<file path="config.mk">
export PLATFORM = sky130hd
export DESIGN_NAME = gpio_uart_tx
export DESIGN_NICKNAME = d
export VERILOG_FILES = /design/src/rtl/gpio_uart_pkg.sv /design/src/rtl/gpio_tx_fifo.sv /design/src/rtl/gpio_uart_tx.sv
export SDC_FILE = /design/constraint.sdc
export NUM_CORES = 1
export LEC_CHECK = 0
export BUFFER_PORTS_ARGS = -buffer_cell sky130_fd_sc_hd__buf_2
export CORE_MARGIN = 3
export CORE_UTILIZATION = 54
export CTS_CLUSTER_SIZE = 20
export DETAILED_ROUTE_END_ITERATION = 12
export HOLD_SLACK_MARGIN = 0.06
export PLACE_DENSITY = 0.82
export SLEW_MARGIN = 40
export SYNTH_ARGS = -nofsm -noshare
export SYNTH_HDL_FRONTEND = slang
export SYNTH_SLANG_ARGS = --single-unit
</file>
<file path="constraint.sdc">
create_clock -name clk -period 2.6 [get_ports clk]
set_clock_uncertainty 0.2 [all_clocks]
set_input_delay 0.26 -clock clk [delete_from_list [all_inputs] [get_ports clk]]
set_output_delay 0.26 -clock clk [all_outputs]
set_load 0.02 [all_outputs]
</file>
<file path="src/rtl/gpio_uart_pkg.sv">
// Shared types and constants for the GPIO-fed UART transmitter.
// The optional even-parity bit is enabled with the GPIO_UART_PARITY_EN macro.
package gpio_uart_pkg;

    localparam int unsigned DATA_BITS        = 8;
    localparam int unsigned DEF_CLKS_PER_BIT = 868;
    localparam int unsigned DEF_FIFO_DEPTH   = 4;

    typedef enum logic [2:0] {
        IDLE   = 3'd0,
        START  = 3'd1,
        DATA   = 3'd2,
        PARITY = 3'd3,
        STOP   = 3'd4
    } tx_state_e;

endpackage

</file>
<file path="src/rtl/gpio_tx_fifo.sv">
// Synchronous byte FIFO buffering GPIO capture strobes ahead of the UART FSM.
// The caller guarantees push only when not full (or popping) and pop only when not empty.
module gpio_tx_fifo
    import gpio_uart_pkg::*;
#(
    parameter int unsigned DEPTH = DEF_FIFO_DEPTH,
    localparam int unsigned PW   = $clog2(DEPTH) + 1
) (
    input  logic                 clk,
    input  logic                 rstn,
    input  logic                 i_push,
    input  logic [DATA_BITS-1:0] i_wdata,
    input  logic                 i_pop,
    output logic [DATA_BITS-1:0] o_rdata,
    output logic                 o_full,
    output logic                 o_empty,
    output logic [PW-1:0]        o_count
);

    localparam int unsigned AW = PW - 1;

    logic [DATA_BITS-1:0] r_mem [DEPTH];
    logic [PW-1:0]        r_wptr;
    logic [PW-1:0]        r_rptr;

    always_ff @(posedge clk) begin
        if (!rstn) begin
            r_wptr <= '0;
            r_rptr <= '0;
        end else begin
            if (i_push) r_wptr <= r_wptr + PW'(1);
            if (i_pop)  r_rptr <= r_rptr + PW'(1);
        end
    end

    // Storage needs no reset: the pointers alone define which entries are valid.
    always_ff @(posedge clk) begin
        if (i_push) r_mem[r_wptr[AW-1:0]] <= i_wdata;
    end

    assign o_rdata = r_mem[r_rptr[AW-1:0]];
    assign o_count = r_wptr - r_rptr;
    assign o_full  = (o_count == PW'(DEPTH));
    assign o_empty = (o_count == '0);

endmodule

</file>
<file path="src/rtl/gpio_uart_tx.sv">
// Buffered UART transmitter (8N1) fed by the GPIO capture stage's byte/strobe pair.
// Define GPIO_UART_PARITY_EN to insert an even-parity bit after the data bits.
module gpio_uart_tx
    import gpio_uart_pkg::*;
#(
    parameter int unsigned CLKS_PER_BIT = DEF_CLKS_PER_BIT,
    parameter int unsigned FIFO_DEPTH   = DEF_FIFO_DEPTH
) (
    input  logic                         clk,
    input  logic                         rstn,
    input  logic [7:0]                   in_data,
    input  logic                         in_valid,
    output logic                         tx,
    output logic                         busy,
    output logic                         overflow,
    output logic [$clog2(FIFO_DEPTH):0]  fifo_count
);

    localparam int unsigned BAUD_W = $clog2(CLKS_PER_BIT);
    localparam int unsigned BIT_W  = $clog2(DATA_BITS);
    localparam int unsigned CNT_W  = $clog2(FIFO_DEPTH) + 1;

    tx_state_e            r_state, w_state_d;
    logic [BAUD_W-1:0]    r_baud, w_baud_d;
    logic [BIT_W-1:0]     r_bit, w_bit_d;
    logic [DATA_BITS-1:0] r_data;
    logic                 r_tx, w_tx_d;
    logic                 r_overflow;

    logic                 w_push, w_pop, w_full, w_empty, w_baud_last;
    logic [DATA_BITS-1:0] w_rdata;
    logic [CNT_W-1:0]     w_count;

    // A full FIFO still accepts a push when the FSM pops in the same cycle.
    assign w_push      = in_valid & (~w_full | w_pop);
    assign w_baud_last = (r_baud == BAUD_W'(CLKS_PER_BIT - 1));

    gpio_tx_fifo #(
        .DEPTH (FIFO_DEPTH)
    ) u_fifo (
        .clk     (clk),
        .rstn    (rstn),
        .i_push  (w_push),
        .i_wdata (in_data),
        .i_pop   (w_pop),
        .o_rdata (w_rdata),
        .o_full  (w_full),
        .o_empty (w_empty),
        .o_count (w_count)
    );

    always_comb begin
        w_state_d = r_state;
        w_baud_d  = r_baud + BAUD_W'(1);
        w_bit_d   = r_bit;
        w_pop     = 1'b0;
        case (r_state)
            IDLE: begin
                if (!w_empty) begin
                    w_pop     = 1'b1;
                    w_state_d = START;
                end
            end
            START: begin
                if (w_baud_last) w_state_d = DATA;
            end
            DATA: begin
                if (w_baud_last) begin
                    w_bit_d = r_bit + BIT_W'(1);
                    if (r_bit == BIT_W'(DATA_BITS - 1)) begin
`ifdef GPIO_UART_PARITY_EN
                        w_state_d = PARITY;
`else
                        w_state_d = STOP;
`endif
                    end
                end
            end
`ifdef GPIO_UART_PARITY_EN
            PARITY: begin
                if (w_baud_last) w_state_d = STOP;
            end
`endif
            STOP: begin
                if (w_baud_last) begin
                    if (!w_empty) begin
                        w_pop     = 1'b1;
                        w_state_d = START;
                    end else begin
                        w_state_d = IDLE;
                    end
                end
            end
            default: w_state_d = IDLE;
        endcase
        if (w_baud_last || (w_state_d != r_state) || (r_state == IDLE)) w_baud_d = '0;
    end

    // The line level is registered, so it trails the FSM state by one cycle.
    always_comb begin
        w_tx_d = 1'b1;
        case (r_state)
            START:   w_tx_d = 1'b0;
            DATA:    w_tx_d = r_data[r_bit];
`ifdef GPIO_UART_PARITY_EN
            PARITY:  w_tx_d = ^r_data;
`endif
            default: w_tx_d = 1'b1;
        endcase
    end

    always_ff @(posedge clk) begin
        if (!rstn) begin
            r_state    <= IDLE;
            r_baud     <= '0;
            r_bit      <= '0;
            r_data     <= '0;
            r_tx       <= 1'b1;
            r_overflow <= 1'b0;
        end else begin
            r_state    <= w_state_d;
            r_baud     <= w_baud_d;
            r_bit      <= w_bit_d;
            r_tx       <= w_tx_d;
            r_overflow <= in_valid & w_full & ~w_pop;
            if (w_pop) r_data <= w_rdata;
        end
    end

    assign tx         = r_tx;
    assign overflow   = r_overflow;
    assign fifo_count = w_count;
    assign busy       = (r_state != IDLE) | (w_count != '0);

endmodule

</file>
Word-level counts from Yosys, hierarchy flattened
Memories as Yosys holds them, arrays and structs flattened. A register that Yosys moved wholly into a read port is not among the register bits.
Index checks and enable logic that the tools add are counted.
{ "word_totals": {"mem_bits_rw": 32, "word_cells": 53, "memories": 1, "inputBits": 11, "regBits": 24} }
{ "memory_table": {"columns": ["memory", "depth", "word_bits", "read_ports", "rd_clocked_by_memory_dff", "wr", "line", "text"], "rows": [
  ["u_fifo.r_mem", 4, 8, 1, 1, 1, "gpio_tx_fifo.sv:22", "logic [DATA_BITS-1:0] r_mem [DEPTH];"]
]} }
{ "op_classes": {"magnitude_cmp": 1, "reduce_logical": 9, "mux": 15, "bitwise": 8, "addsub": 5, "n_eq_ne": 7} }
{ "ops": {"columns": ["cell", "n"], "rows": [
  ["$mux 3", 5],
  ["$pmux 3 s4", 1],
  ["$add 10x1->10 const B", 1],
  ["$eq 10x10->1 const B", 1],
  ["$add 3x1->3 const B", 3],
  ["$eq 3x3->1 const B", 3],
  ["$logic_not 3->1", 2],
  ["$mux 1", 6],
  ["$reduce_bool 3->1", 2],
  ["$lt 3x4->1 const B", 1],
  ["$pmux 1 s2", 2],
  ["$and 1x1->1", 3],
  ["$bmux 1 s3", 1],
  ["$eq 3x1->1 const B", 1],
  ["$eq 3x2->1 const B", 1],
  ["$ne 3x3->1", 1],
  ["$not 1->1", 3],
  ["$sub 3x3->3", 1],
  ["$logic_or 1x1->1", 2],
  ["$or 1x1->1", 2],
  ["$reduce_and 2->1", 1],
  ["$reduce_or 2->1", 1],
  ["$logic_not 1->1", 1]
]} }

Depth between registers and ports, before layout
Gate-level depths: netlist of run 1.
{ "logic_depth": {"depth_word": 9, "mapped_depth": 8, "depth_no_buf": 7} }

Cells and area by module
From an unflattened synthesis of run 1, not the netlist that was laid out.
{ "hier_totals": {"cells_unflattened": 221, "hier_area_um2": 2845.2} }
{ "by_module_without_submodules": {"columns": ["module", "cells_per_inst", "n_inst", "area_per_inst_um2", "seq_area_each_um2"], "rows": [
  ["gpio_tx_fifo", 86, 1, 1601.5, 1121.1],
  ["gpio_uart_tx", 135, 1, 1243.7, 520.5]
]} }

Worst setup path before layout of run 1
No wires, ideal clock.
{ "synth_path": {"kind": "reg-to-reg", "startpoint": "reg u_fifo.r_wptr[0]", "endpoint": "mem u_fifo.r_mem[0][0], enable pin", "path_stages_with_launch": 8, "setup_ns": 0.332, "path_slack_ns": -0.057, "arrival_ns": 2.125, "n_path_buf": 0, "cell_sequence": "dfxtp_1 inv_1 ha_1 fa_1 xor3_1 nor2b_1 a31oi_1 and2_1"} }
{ "synth_between": {"elab_chain_len": 9} }
{ "synth_rtl": {"columns": ["element", "line", "text"], "rows": [
  ["from (decl)", "gpio_tx_fifo.sv:23", "logic [PW-1:0] r_wptr;"],
  ["from (signal assigned)", "gpio_tx_fifo.sv:31", "if (i_push) r_wptr <= r_wptr + PW'(1);"],
  ["$sub 3x3->3 *", "gpio_tx_fifo.sv:42", "assign o_count = r_wptr - r_rptr;"],
  ["via fifo_count[2]", "gpio_uart_tx.sv:16", "output logic [$clog2(FIFO_DEPTH):0] fifo_count"],
  ["$logic_not 3->1", "gpio_tx_fifo.sv:44", "assign o_empty = (o_count == '0);"],
  ["$mux 1", "gpio_uart_tx.sv:59, gpio_uart_tx.sv:86", null],
  ["$mux 1", "gpio_uart_tx.sv:85", "if (w_baud_last) begin"],
  ["$pmux 1 s2", "gpio_uart_tx.sv:57", "case (r_state)"],
  ["$or 1x1->1 *", "gpio_uart_tx.sv:35", "assign w_push = in_valid & (~w_full | w_pop);"],
  ["$and 1x1->1 *", "gpio_uart_tx.sv:35", null],
  ["$mux 1 *", "gpio_tx_fifo.sv:38", "if (i_push) r_mem[r_wptr[AW-1:0]] <= i_wdata;"],
  ["$mux 1 (not written as such) *", "gpio_tx_fifo.sv:38", null],
  ["to (decl)", "gpio_tx_fifo.sv:22", null]
]} }
Mark *: on every way through the listed nets, which the timed path passes. The rest lies on a longest branch.

Worst setup path after layout of run 1
{ "layout_path": {"startpoint": "reg u_fifo.r_wptr[0]", "endpoint": "out busy"} }
{ "layout_between": {"elab_chain_len": 3} }
{ "layout_rtl": {"columns": ["element", "line", "text"], "rows": [
  ["$sub 3x3->3", "gpio_tx_fifo.sv:42", null],
  ["$reduce_bool 3->1", "gpio_uart_tx.sv:133", "assign busy = (r_state != IDLE) | (w_count != '0);"],
  ["$or 1x1->1", "gpio_uart_tx.sv:133", null],
  ["to (decl)", "gpio_uart_tx.sv:14", "output logic busy,"]
]} }
No other way between the ends.

==> results of run 1 <==
## cell type report
cell class / instances / area [um^2]
Timing Repair Buffer: 37 / 269.0
Inverter: 10 / 40.04
Clock buffer: 12 / 135.1
Clock inverter: 4 / 70.07
Sequential cell: 64 / 1604
Multi-Input combinational cell: 143 / 1164
Fill cell: 355 / 1514
Tap cell: 67 / 83.83
## placed cells by master (no fill, tap or decap), types with 4 or more instances in the layout
master	Yosys	routed
xnor2_1	5	5
inv_1	10	9
edfxtp_1	32	32
mux2i_1	13	13
buf_4	0	11
nor3_1	4	4
nand2_1	32	31
buf_2	3	15
dfxtp_1	32	30
clkbuf_8	0	9
xor2_1	4	4
nand3_1	10	10
ha_1	9	8
dlygate4sd3_1	0	10
nor2_1	14	14
and2_2	0	4
mux4_2	10	10
nand4_1	4	4
## flip-flops by register name (all words and copies together), names as in the netlist
signal         cells
tx                 1
overflow           1
r_data             8
u_fifo.r_rptr      3
r_baud            10
u_fifo.r_wptr      3
u_fifo.r_mem      32
r_bit              3
r_state            3
## final timing paths
path | from | depth (start not counted) | slack (ns) | to
min reg2reg | r_data[1]$_SDFFE_PN0N_ | 2 | 0.26 | r_data[1]$_SDFFE_PN0N_
min | r_data[1]$_SDFFE_PN0N_ | 2 | 0.26 | r_data[1]$_SDFFE_PN0N_
max reg2reg | u_fifo.r_wptr[0]$_SDFFE_PN0N_ | 8 | 0.14 | u_fifo.r_mem[2][3]$_DFFE_PP_
max | u_fifo.r_wptr[0]$_SDFFE_PN0N_ | 7 | 0.04 | busy
## what timing repair did
item,4_1_cts,5_1_grt
hold endpoints to repair,34,0
setup endpoints to repair,33,33
pin swaps,2,2
setup buffers,4,2
gates resized for setup,7,5
hold buffers,10,0
## cells by family after synthesis
kind of cell	Yosys count
compound gates	16
xor+xnor	10
fa+ha+maj	10
buf+inv	18
flops	64
mux	24
simple gates	83
## through the flow
stage	hold WS [ns]	setup WS (ns)	total power [uW]	TNS, ns
2_1_floorplan	0.1589	0.01173	1854	0
3_3_place_gp	0.2426	0.09081	1983	0
3_5_place_dp	0.2466	-0.01230	2004	-0.2649
4_1_cts	0.2569	0.01872	2985	0
5_1_grt	0.2768	-0.04489	3198	-0.04489
6_report	0.2581	0.03560	3029	0
## Yosys cell counts, drive strengths merged
cell type / instances
and2: 5
xor2: 4
mux2: 1
nand4: 4
nor3: 4
a21oi: 3
edfxtp: 32
nor2b: 1
a211oi: 3
mux2i: 13
o21ai: 2
or2: 2
fa: 1
clkbuf: 4
inv: 10
a21o: 1
a2111o: 1
mux4: 10
a31o: 1
nand3: 10
and4: 1
nor3b: 3
nor4bb: 1
nand2: 32
nor2: 14
xor3: 1
nand2b: 3
and3: 3
xnor2: 5
o21a: 1
a31oi: 2
ha: 9
a311o: 1
dfxtp: 32
a32oi: 1
buf: 4
## metal layers
metal | up-vias | part of all wire (%) | track usage, %
met5 | - | 0 | 0
met4 | 0 | 0.74 | 7.343
met3 | 4 | 5.4 | 7.913
met2 | 48 | 50 | 28.94
met1 | 881 | 44 | 23.01
li1 | 894 | - | -
## critical path, stage by stage (launching register included)
cell and delay [ns]:
dfxtp_2 0.36, inv_4 0.05, ha_4 0.15, fa_2 0.55, nand2_2 0.07, or2_1 0.23
or2_4 0.23, buf_6 0.13
## power breakdown
part           internal [uW]  switching (uW)
Combinational            451             448
Clock                    537             347
Sequential              1180            62.5
Total                   2170             858
==> summary.txt, run 1 <==
Buffers on Ports: 16
Mapped Nets: 246
Sink Count: 64
layout cells sized above 1: 24.44%
power density cells: 900.1 nW/um^2
Die Wd: 78.17 um
Area Growth Syn to Fin: 19.66%
cell count after synthesis: 225
status: finished, final reports clean
Die H: 78.17 um
f_max: 0.3900 GHz
type of origin of the critical path: register
dpl cell area: 2978 um^2
normalized max-slew margin: 64.20%
crit path time final: 2.564 ns
simple-gate share of the synthesized area: 14.81%
CTS tree: yes
Total GRT Usage: 18.60%
Clock Latency Late Sink: 0.34 ns
Avg Cell Area, Syn: 12.50 um^2
CP arrival: 2.10 ns
Post-Synth XOR/XNOR Area: 3.648%
DR vias/cell: 5.421
kind of critical path: register to output port
Max Buffers Root-to-Sink: 2
Max Cap Viol: 0
Slew @ Worst Pin: 0.5359 ns
Synth Area in Adders: 4.715%
Starting Density: 57.64%
Synth top area share: 34.16%
Initial DRC Count: 118
main combinational cell family by area after synthesis: simple AND/OR/NAND/NOR gates
Mapped Area: 2813 um^2
Synth cell types: 40
P_leak: 0.001265 uW
Root Driver: clkbuf_8
GPL Wtd Cong: 0.8169
post-synth top area cell: edfxtp_1
final setup vio count: 0
Tcrit/Tclk final: 98.63%
Final Max Tran Viols: 0
Num CTS Buffers: 9
GRT overflow: 0
synthesis warning total: 0
# nets final: 286
post-route ant nets: 0
n_diodes: 0
peak fanout along the critical path: 3
pin count of the biggest net entering global routing: 29
worst min path class: register to register
fin cells: 337
Crit. End Element: output port
Peak VDD IR: 573.1 uV
sequential area share after synthesis: 56.94%
First-pass DRT Iterations: 4
Design Area, Final: 3366 um^2
synth top area cells: edfxtp_1, dfxtp_1, mux4_2
Seq cells post-synth: 64
routed len/inst: 15.31 um
IO Count: 17
clock-pin slew on the worst setup and hold paths: 0.06 ns
Final Util: 68.97%
initial antenna violation count: 0
mux cell area share after synthesis: 13.03%
drc violations: 0
number of global-route vias before repair: 1786
Routed Wire Length: 5158 um
required time of the critical path: 2.14 ns
Hold Vio Cnt, Final: 0
Core Region: 4880 um^2
# rows: 25
post-synthesis compound-gate area fraction: 4.048%
Inst Count DP: 305
first-pass GRT wire length: 8521 um
vias: 1827
H-tree levels: 3
DP Wirelength: 3328 um
Die ar.: 6111 um^2
No activity file was read; power rests on OpenSTA's default activity.
==> run 2, diff against run 1 <==
==> constraint.sdc (replaced) <==
create_clock -name clk -period 2.6 [get_ports clk]
set_clock_uncertainty 0.2 [all_clocks]
set_input_delay 0.39 -clock clk [delete_from_list [all_inputs] [get_ports clk]]
set_output_delay 0.39 -clock clk [all_outputs]
set_load 0.02 [all_outputs]
==> summary.txt, run 2 (synthesis gave the netlist of run 1 again) <==
Max Buffers Root-to-Sink: 2
DR vias/cell: 5.420
reg2reg end: u_fifo.r_mem[2][4]$_DFFE_PP_
Die ar.: 6111 um^2
normalized max-slew margin: 64.47%
Slew @ Worst Pin: 0.5309 ns
GRT overflow: 0
n_diodes: 0
number of flip-flops in the largest register: 32
R2R depth: 7
post-route ant nets: 0
Hold Startpoint: rstn
Num CTS Buffers: 9
type of origin of the critical path: register
drc violations: 0
Final Max Tran Viols: 0
Tcrit/Tclk final: 102.8%
CTS tree: yes
first-pass GRT wire length: 8445 um
Buffers on Ports: 16
layout cells sized above 1: 24.54%
# nets final: 285
Starting Density: 57.64%
power density cells: 872.0 nW/um^2
routed len/inst: 14.57 um
final setup vio count: 1
CP arrival: 2.08 ns
Peak VDD IR: 553.2 uV
peak fanout along the critical path: 4
Area Growth Syn to Fin: 18.51%
setup ws final: -0.07363 ns
Routed Wire Length: 4897 um
IO Count: 17
Sink Count: 64
Die Wd: 78.17 um
Clock Latency Late Sink: 0.34 ns
failing checks: negative setup slack
RSZ-0062 raised after global routing: yes
worst min path class: input port to register
Max Cap Viol: 0
P_leak: 0.001253 uW
hold depth: 2
Critical-path top delay cell: dfxtp_2
initial antenna violation count: 0
Crit. End Element: output port
commonest non-fill, non-tap cell in the layout: edfxtp_1
GPL Wtd Cong: 0.8188
most frequent cells in the layout: edfxtp_1, nand2_1, dfxtp_1, buf_2, nor2_1
total power: 2907 uW
worst stage delay on the critical path: 0.36 ns
pin count of the biggest net entering global routing: 28
dpl cell area: 3000 um^2
Hold Vio Cnt, Final: 0
R2R Path Start: u_fifo.r_wptr[0]$_SDFFE_PN0N_
Buf/Inv on CP: 2
DP Wirelength: 3392 um
# rows: 25
vias: 1821
H-tree levels: 3
Worst R2R Setup Slack: 0.17 ns
Root Driver: clkbuf_8
Hold Path Sink: tx$_SDFF_PN1_
Total GRT Usage: 18.46%
cells along the critical path: inv_4 -> ha_4 -> fa_2 -> xor3_1 -> or2_1 -> or2_4 -> buf_6
clock-pin slew on the worst setup and hold paths: 0.07 ns
crit path time final: 2.674 ns
number of global-route vias before repair: 1820
Total Neg Setup Slack: -0.07363 ns
Crit path max-delay family: simple AND/OR/NAND/NOR gates
Die H: 78.17 um
f_max: 0.3740 GHz
Design Area, Final: 3333 um^2
Core Region: 4880 um^2
First-pass DRT Iterations: 5
status: complete, but fails checks
Initial DRC Count: 130
kind of critical path: register to output port
required time of the critical path: 2.01 ns
run 2: cell types whose count changed in the layout (fill, tap and decap cells not counted):
cell,before,now
clkinv_1,0,1
clkbuf_1,3,2
clkbuf_8,9,10
bufinv_16,2,1
dlygate4sd3_1,10,8
clkinvlp_4,0,1
buf_4,11,12
clkinv_2,2,1
a31oi_2,1,0
a31oi_1,1,2
run 2: area by class of cell:
| cell class | count | area (um^2) |
|---|---|---|
| repair buffers | 36 | 256.5 |
| well taps | 67 | 83.83 |
| flip-flops and latches | 64 | 1604 |
| inverters | 10 | 40.04 |
| clock buffers | 12 | 145.1 |
| multi-input cells | 143 | 1157 |
| clock inverters | 4 | 46.29 |
| fillers | 329 | 1546 |
run 2: power by group:
part / leakage, uW / internal (uW) / switching (uW)
sequential: 0.000555 / 1180 / 64.2
combinational: 0.000604 / 424 / 416
clock: 0.0000940 / 465 / 354
total: 0.00125 / 2070 / 835
run 2: worst max path at each step:
| stage | endpoint | start | slack (ns) | cells after the start |
|---|---|---|---|---|
| after floorplan | u_fifo.r_mem[0][0]$_DFFE_PP_ | u_fifo.r_wptr[0]$_SDFFE_PN0N_ | 0.01 | 7 |
| after global placement | u_fifo.r_mem[1][4]$_DFFE_PP_ | u_fifo.r_wptr[0]$_SDFFE_PN0N_ | 0.13 | 7 |
| after detailed placement | u_fifo.r_mem[1][4]$_DFFE_PP_ | u_fifo.r_wptr[0]$_SDFFE_PN0N_ | 0.02 | 7 |
| after CTS | busy | u_fifo.r_wptr[0]$_SDFFE_PN0N_ | -0.12 | 7 |
| after global routing | busy | u_fifo.r_wptr[0]$_SDFFE_PN0N_ | -0.14 | 7 |
| final | busy | u_fifo.r_wptr[0]$_SDFFE_PN0N_ | -0.07 | 7 |
run 2: what timing repair did:
item | 4_1_cts | 5_1_grt
endpoints found under the setup margin | 7 | 9
hold buffers | 8 | 0
setup buffers | 4 | 0
resized for setup | 9 | 2
pin swaps | 3 | 2
hold endpoints to repair | 31 | 0
run 2: metrics by stage:
| step | utilization [%] | instances | hold slack, ns | setup slack [ns] |
|---|---|---|---|---|
| final | 68.31 | 336 | 0.09601 | -0.07363 |
| after CTS | 68.23 | 336 | 0.06911 | -0.1224 |
| after global routing | 68.31 | 336 | 0.08290 | -0.1388 |
| after detailed placement | 61.49 | 308 | 0.2511 | 0.01517 |
| after floorplan | - | 225 | 0.2299 | 0.01173 |
| after global placement | 61.49 | 308 | 0.2407 | 0.1258 |
run 2: routing by layer:
metal | GRT usage (%) | share of wire, %
met1 | 22.19 | 42
met2 | 30.22 | 51
met3 | 6.766 | 5.4
met4 | 7.343 | 1.6
met5 | 0 | 0
==> run 3, diff against run 2 <==
--- a/config.mk
+++ b/config.mk
@@ -9,3 +9,3 @@
 export CORE_MARGIN = 3
-export CORE_UTILIZATION = 54
+export CORE_UTILIZATION = 55
 export CTS_CLUSTER_SIZE = 20
@@ -13,3 +13,3 @@
 export HOLD_SLACK_MARGIN = 0.06
-export PLACE_DENSITY = 0.82
+export PLACE_DENSITY = 0.8
 export SLEW_MARGIN = 40
@@ -17,2 +17,3 @@
 export SYNTH_HDL_FRONTEND = slang
+export SYNTH_HIERARCHICAL = 1
 export SYNTH_SLANG_ARGS = --single-unit
==> constraint.sdc (replaced) <==
create_clock -name clk -period 2.8 [get_ports clk]
set_clock_uncertainty 0.2 [all_clocks]
set_input_delay 0.42 -clock clk [delete_from_list [all_inputs] [get_ports clk]]
set_output_delay 0.42 -clock clk [all_outputs]
set_load 0.005 [all_outputs]
==> summary.txt, run 3 <==
first-pass GRT wire length: 7590 um
pre-CTS setup slack: 0.1102 ns
Async S/R FF share, synth: 0%
Starting Density: 58.68%
synthesis warning total: 6
setup ws final: 0.1483 ns
# rows: 25
most common cell in the synthesized netlist: dfxtp_1
routed len/inst: 14.65 um
normalized max-slew margin: 65.92%
Root Driver: clkbuf_8
post-route ant nets: 0
CP arrival: 2.03 ns
# nets final: 259
vias: 1640
commonest non-fill, non-tap cell in the layout: dfxtp_1
CTS tree: yes
Hold Vio Cnt, Final: 0
crit path time final: 2.652 ns
Max Buffers Root-to-Sink: 2
cell count after synthesis: 221
number of enable flip-flop cells after synthesis: 32
Die ar.: 6072 um^2
f_max: 0.3771 GHz
final setup vio count: 0
H-tree levels: 3
number of global-route vias before repair: 1606
pin count of the biggest net entering global routing: 26
Peak VDD IR: 576.5 uV
drc violations: 0
worst min path class: input port to register
post-synth top area cell: edfxtp_1
status: finished, final reports clean
initial antenna violation count: 0
DR vias/cell: 5.290
number of flip-flops in the largest register: 32
Final Max Tran Viols: 0
synth top area cells: edfxtp_1, dfxtp_1, mux4_2
Total GRT Usage: 16.99%
Die Wd: 77.93 um
Core Region: 4848 um^2
GPL Wtd Cong: 0.8000
Synth top area share: 33.77%
Mapped Nets: 242
Clock Latency Late Sink: 0.34 ns
Setup Buffers After CTS: 0
Synth top cells by count: dfxtp_1, edfxtp_1, nand2_1
Mapped Area: 2845 um^2
kind of critical path: register to output port
Num CTS Buffers: 9
Avg Cell Area, Syn: 12.87 um^2
Tcrit/Tclk final: 94.70%
clock-pin slew on the worst setup and hold paths: 0.08 ns
Sink Count: 66
DP Wirelength: 3252 um
Slew @ Worst Pin: 0.5112 ns
peak fanout along the critical path: 4
Total Neg Setup Slack: 0 ns
Worst R2R Setup Slack: 0.16 ns
Synth cell types: 37
n_diodes: 0
type of origin of the critical path: register
Seq cells post-synth: 66
RSZ-0062 raised after global routing: no
Max Cap Viol: 0
most frequent cells in the layout: dfxtp_1, edfxtp_1, nand2_1, nor2_1, buf_2
required time of the critical path: 2.18 ns
P_leak: 0.001163 uW
Crit. End Element: output port
GRT overflow: 0
First-pass DRT Iterations: 4
Post-synth top flop: dfxtp_1
sequential area share after synthesis: 57.70%
Buffers on Ports: 16
Die H: 77.93 um
Initial DRC Count: 61
power density cells: 923.6 nW/um^2
IO Count: 17
Routed Wire Length: 4540 um
layout cells sized above 1: 23.46%
Area Growth Syn to Fin: 11.04%
run 3: cell count changes after synthesis, moves of 4 or more:
cell	change
o21ai_1	+4
nor3_1	-4
nor2_1	+6
xor2_1	+4
nand2_1	-9
run 3: timing repair:
action                                  4_1_cts  5_1_grt
endpoints found under the setup margin        0       33
hold buffers                                  0        0
resized for setup                             0        3
run 3: per-stage QoR:
step / instance area [um^2] / total power [uW] / instances / utilization, % / hold WS (ns)
floorplan: 2850 / 2006 / 221 / - / 0.2261
global placement: 2958 / 2164 / 294 / 61.01 / 0.2444
detailed placement: 2958 / 2199 / 294 / 61.01 / 0.2511
CTS: 3143 / 2937 / 310 / 64.83 / 0.06998
global route: 3159 / 3097 / 310 / 65.16 / 0.06651
finish: 3159 / 2918 / 310 / 65.16 / 0.09772
run 3: cell families after synthesis:
kind of cell / Yosys count / synth area share, %
DFF: 66 / 57.70
xor gates and xnor gates: 13 / 4.573
adders and majority gates: 10 / 4.661
and+or+nand+nor: 71 / 12.89
AOI/OAI and AO/OA: 16 / 4.310
muxes: 23 / 12.05
buffers and inverters: 22 / 3.826
run 3: cell type report:
class / instances / area (um^2)
Sequential cell: 66 / 1645
Timing Repair Buffer: 18 / 95.09
Multi-Input combinational cell: 133 / 1112
Clock buffer: 9 / 123.9
Inverter: 10 / 37.54
Fill cell: 355 / 1689
Tap cell: 67 / 83.83
Clock inverter: 7 / 61.31
run 3: worst paths after layout:
| kind | cells after the start | to | startpoint |
|---|---|---|---|
| worst max-delay path | 7 | busy | u_fifo/r_wptr[0]$_SDFFE_PN0P_ |
| worst min-delay path | 1 | u_fifo/r_mem[3][3]$_DFFE_PP_ | in_data[3] |
| worst max register to register | 8 | u_fifo/r_mem[0][7]$_DFFE_PP_ | u_fifo/r_wptr[0]$_SDFFE_PN0P_ |
| worst min register to register | 2 | r_data[7]$_SDFFE_PN0P_ | r_data[7]$_SDFFE_PN0P_ |
run 3: power breakdown:
part / total, uW / leakage (uW) / internal [uW] / switching, uW
clock: 732 / 0.0000884 / 336 / 396
sequential: 1330 / 0.000571 / 1200 / 131
combinational: 853 / 0.000504 / 431 / 423
total: 2920 / 0.00116 / 1970 / 950
run 3: critical path, stage by stage (launching register included):
cell     delay, ns
dfxtp_4       0.37
inv_1         0.08
ha_1          0.21
fa_1          0.50
inv_1         0.07
nor4_2        0.23
nand2_1       0.10
buf_2         0.13
run 3: layer usage:
| metal | up-vias | track usage [%] | routed length (um) |
|---|---|---|---|
| li1 | 817 | - | - |
| met1 | 794 | 21.01 | 2137 |
| met2 | 23 | 25.17 | 2134 |
| met3 | 6 | 7.773 | 181 |
| met4 | 0 | 8.392 | 87 |
| met5 | - | 0 | 0 |
